==> config.mk <==
export PLATFORM = sky130hd
export DESIGN_NAME = btn_in_ctrl
export DESIGN_NICKNAME = d
export VERILOG_FILES = /design/src/rtl/btn_in_ctrl.sv
export SDC_FILE = /design/constraint.sdc
export NUM_CORES = 1
export LEC_CHECK = 0
export CAP_MARGIN = 20
export CORE_UTILIZATION = 65
export DETAILED_ROUTE_END_ITERATION = 7
export DONT_BUFFER_PORTS = 1
export GPL_ROUTABILITY_DRIVEN = 0
export GPL_TIMING_DRIVEN = 0
export PLACE_DENSITY_LB_ADDON = 0.15
export SYNTH_ARGS = -nofsm -noshare
export SYNTH_HDL_FRONTEND = slang
export SYNTH_SLANG_ARGS = --single-unit
==> constraint.sdc <==
create_clock -name clk -period 5.1 [get_ports clk]
set_clock_uncertainty 0.15 [all_clocks]
set_input_delay 0 -clock clk [delete_from_list [all_inputs] [get_ports clk]]
set_output_delay 0 -clock clk [all_outputs]
set_load 0.02 [all_outputs]
==> src/rtl/btn_in_ctrl.sv <==
// Push-button input conditioner: per-bit synchronizer, debounce counter,
// stable level register and one-cycle press/release pulses.
module btn_in_ctrl #(
  parameter int WIDTH           = 8,
  parameter int SYNC_STAGES     = 2,
  parameter int DEBOUNCE_CYCLES = 4
) (
  input  logic             clk,
  input  logic             rst,
  input  logic [WIDTH-1:0] raw_btns,
  output logic [WIDTH-1:0] btns,
  output logic [WIDTH-1:0] pressed,
  output logic [WIDTH-1:0] released,
  output logic             any_pressed
);

  localparam int CW = $clog2(DEBOUNCE_CYCLES + 1);
  localparam logic [CW-1:0] CNT_LAST = CW'(DEBOUNCE_CYCLES - 1);

  logic [WIDTH-1:0] sync_chain [SYNC_STAGES];
  logic [WIDTH-1:0] sync_lvl;
  logic [CW-1:0]    cnt_q [WIDTH];
  logic [CW-1:0]    cnt_d [WIDTH];
  logic [WIDTH-1:0] btns_d;
  logic [WIDTH-1:0] pressed_d;
  logic [WIDTH-1:0] released_d;

  always_ff @(posedge clk or posedge rst) begin
    if (rst) begin
      for (int s = 0; s < SYNC_STAGES; s++) sync_chain[s] <= '0;
    end else begin
      sync_chain[0] <= raw_btns;
      for (int s = 1; s < SYNC_STAGES; s++) sync_chain[s] <= sync_chain[s-1];
    end
  end

  assign sync_lvl = sync_chain[SYNC_STAGES-1];

  // A level is accepted only after it has differed from btns on
  // DEBOUNCE_CYCLES consecutive edges; any agreement restarts the count.
  always_comb begin
    btns_d     = btns;
    pressed_d  = '0;
    released_d = '0;
    for (int i = 0; i < WIDTH; i++) begin
      cnt_d[i] = '0;
      if (sync_lvl[i] != btns[i]) begin
        if (cnt_q[i] == CNT_LAST) begin
          btns_d[i]     = sync_lvl[i];
          pressed_d[i]  = sync_lvl[i];
          released_d[i] = ~sync_lvl[i];
        end else begin
          cnt_d[i] = cnt_q[i] + CW'(1);
        end
      end
    end
  end

  always_ff @(posedge clk or posedge rst) begin
    if (rst) begin
      for (int i = 0; i < WIDTH; i++) cnt_q[i] <= '0;
      btns        <= '0;
      pressed     <= '0;
      released    <= '0;
      any_pressed <= 1'b0;
    end else begin
      for (int i = 0; i < WIDTH; i++) cnt_q[i] <= cnt_d[i];
      btns        <= btns_d;
      pressed     <= pressed_d;
      released    <= released_d;
      any_pressed <= |pressed_d;
    end
  end

endmodule

==> metrics.md <==
| Metric | Value |
|---|---|
| # DRC | 0 |
| Slowest stage cell, crit path | dlygate4sd3_1 |
| Min-Delay Path Class | reg2reg |
| Dominant synthesized flop cell | dfrtp_1 |
| Post-Synth Adder-Cell Area | between 4 and 5% |
| Fin nets | roughly 190 |
| Compound-Gate Fraction of Synth Area | 0% |
| First-pass GRT wire length | approximately 5200 um |
| Largest cells by area after synthesis | dfrtp_1 (70%), ha_1 (4.3%), nor3b_1 (4.2%) |
| Fin crit share | between 30% and 40% |
| Clock-pin slew on the worst setup and hold paths | approximately 100 ps |
| Yosys warns | 0 |
| N_diodes | 0 |
| Synth top cells by count | dfrtp_1 (65), nor3b_1 (13) |
| Flop pwr share | between 50 and 60% |
| Largest family of logic cells by synthesized area | simple AND/OR/NAND/NOR gates |
| Final worst slack | 3523 ps |
| ANT nets after route | 0 |
| Clk buf depth | 2 |
| CTS tree | done |
| Placed inst area | between 0.002 and 0.0025 mm^2 |
| Register area | 0.001627 mm^2 |
| Worst setup SP type | input pin |
| Peak supply drop | around 0.35 mV |
| Via density | approximately 5.5 |
| Share of cells above drive strength 1 | 18.54% |
| R2R setup slack | 3580 ps |
| Core Box Area | 0.003363 mm^2 |
| Die Width | 61.63 um |
| Mux contribution to synthesized area | about 3.9% |
| Max Fclk | 634.2 MHz |
| Die ar. | 0.003798 mm^2 |
| Sw power | between 0.4 and 0.5 mW |
| Die Ht | roughly 62 um |
| Routed WL | between 3000 and 4000 um |
| Status | finished clean |
| Slew Viols, Final | 0 |
| Critical path, cell by cell | dlygate4sd3_1 > dlygate4sd3_1 > inv_2 > dlygate4sd3_1 > buf_8 |
| Crit. End Element | async pin |
| R2R Path Start | cnt_q[0] |
| RSZ-0062 raised after global routing | false |
| CP bufs+invs | 5 |
| Worst Reg-to-Reg Cells | 4 |
| Async set-or-reset flop fraction in the synthesized netlist | between 90% and 100% |
| Synth Area in Simple Gates | a little under a fifth |
| Num rows | 21 |
| Post-synth top area share | between 70% and 80% |
| Ports | 35 |
| Critical path's largest stage delay | 610 ps |
| Fin util | 81.99% |
| Fin. Hold Viols | 0 |
| Combinational Power Share | between 15 and 20% |
| Setup Viol. Count Final | 0 |
| Worst path top cell family by delay | buffers and inverters |
| Drt first pass iters | 2 |
| Fin area | between 0.002 and 0.003 mm^2 |
| Setup crit end | cnt_q[14] |
| Clock network power share | between 20% and 30% |
| Post-synthesis sequential area ratio | 70.38% |
| Post-Synth XOR/XNOR Area | between 3 and 4% |
| Gr usage total | around a fifth |
| Synth Register Bits | between 60 and 70 |
| 1st-iter DRT viols | between 40 and 50 |
| Worst-Margin Slew | 331.4 ps |
| Number of flops mapped to enable cells by yosys | 0 |
| Crit Path Max Fanout | 23 |
| Yosys top cell by area | dfrtp_1 |
| Final min period | ~1600 ps |
| PortBufs | 0 |
| Sw frac | 29.62% |
| Crit path depth | 5 |
| CTS Buf Count | 9 |
| Filler instances | 205 |
| Syn avg cell area | about 16 um^2 |
| Multi-input logic area | 680.7 um^2 |
| Most used cell along the critical path | dlygate4sd3_1 |
| Detail Placement HPWL | roughly 2100 um |
| Pin count of the biggest net entering global routing | 42 |
| Post_cts resized | 0 |
| Syn Nets | between 150 and 200 |
| Setup Crit Path Kind | in2async |
| Distinct cells, synth | 16 |
| Mapped cell area | approximately 0.0023 mm^2 |
| Lkg Pwr | ~1.3 nW |
| Power per standard cell area | a little under 500 mW/mm^2 |
| Req. time, crit path | 5530 ps |
| Worst Setup SP | rst |
| WL/cell | about 15 um |
| Layout area overhead | 19.33% |
| Vias | ~1.2k |
| CTS Sinks | 65 |
| Vias in the first global route | ~1.2k |
| Crit path DAT | 2010 ps |
| Place WS | between 3000 and 4000 ps |
| Clk Latency, worst-skew pair | around 380 ps |
| Maxcap violations | 0 |
| R2R Path End | any_pressed |
| Initial Utilization | around 70% |
| Slew margin rel. | 77.75% |
| Total negative slack | 0 ps |
| Clock Tree Root | clkbuf_4 |
| Mapped Cells | around 140 |
| Gr ovfl total | 0 |
| Most common cell in the synthesized netlist | dfrtp_1 |
| Initial antenna violation count | 0 |
| H-tree lvl count | 3 |
| Internal power | slightly below 1 mW |
[power by group through the flow]
| stage | Sequential (mW) | Combinational [mW] | Clock [mW] |
|---|---|---|---|
| after detailed placement | 0.756 | 0.223 | 0 |
| after floorplan | 0.735 | 0.187 | 0 |
| after CTS | 0.747 | 0.236 | 0.394 |
| after global placement | 0.749 | 0.205 | 0 |
| final | 0.745 | 0.237 | 0.382 |
| after global routing | 0.762 | 0.269 | 0.418 |
[timing repair]
action / CTS / global route
endpoints found under the hold margin: 73 / 0
hold buffers: 19 / 0
buffers inserted: 0 / 0
[layout by cell type (no fill, tap or decap)]
cell type	netlist	final
and4bb_4	2	2
nor3b_1	13	13
and3b_1	7	7
nor2b_1	6	6
buf_8	0	1
and4bb_2	2	2
ha_1	8	8
mux2_2	8	8
xnor2_1	8	8
nand2_1	1	1
clkbuf_8	0	1
and3b_2	1	1
and2b_1	5	5
inv_2	0	1
clkinv_4	0	1
bufinv_16	0	2
dlygate4sd3_1	0	19
and4bb_1	4	4
clkinv_2	0	2
buf_12	0	1
clkbuf_1	0	1
nor3_1	8	8
clkbuf_4	0	9
dfrtp_1	65	65
nor4_2	2	2
[cell type report]
cell class	count	share of cell area, %
sequential	65	58.98
clock buffer	11	3.085
inverter	1	0.1361
clock inverter	5	2.858
multi-input combinational	75	24.68
tap	46	2.087
timing repair buffer	21	8.167
[logic make-up after synthesis]
| kind of cell | count (synthesis) |
|---|---|
| AND/OR/NAND/NOR | 51 |
| multiplexers | 8 |
| XOR/XNOR | 8 |
| flip-flops | 65 |
| adder cells (fa/ha/maj) | 8 |
| buffers and inverters | 1 |
[how the worst min path moves through the flow]
stage	from	endpoint	depth (start not counted)
floorplan	raw_btns[2]	sync_chain[10]	0
global placement	raw_btns[7]	sync_chain[15]	0
detailed placement	rst	sync_lvl[3]	1
CTS	sync_chain[11]	sync_lvl[3]	0
global route	sync_chain[9]	sync_lvl[1]	0
finish	sync_chain[9]	sync_lvl[1]	0
[state kept, by name, indices dropped and copies added (netlist names)]
name and count:
any_pressed 1, cnt_q 24, sync_lvl 8, released 8
btns 8, sync_chain 8, pressed 8
[routing by layer]
metal	track usage [%]	share of wire, %
met1	23.78	42
met2	32.57	52
met3	10.08	3.9
met4	9.841	2.1
met5	0	0
[per-stage QoR]
step                      cells  hold WS (ps)  power, mW
after floorplan             141        -118.6     0.9218
after global placement      187        -118.5     0.9544
after detailed placement    188        -202.3     0.9792
after CTS                   223         210.0      1.377
after global routing        224         217.2      1.449
final                       224         209.7      1.364
Note: power is estimated with default switching activity, not from simulation.
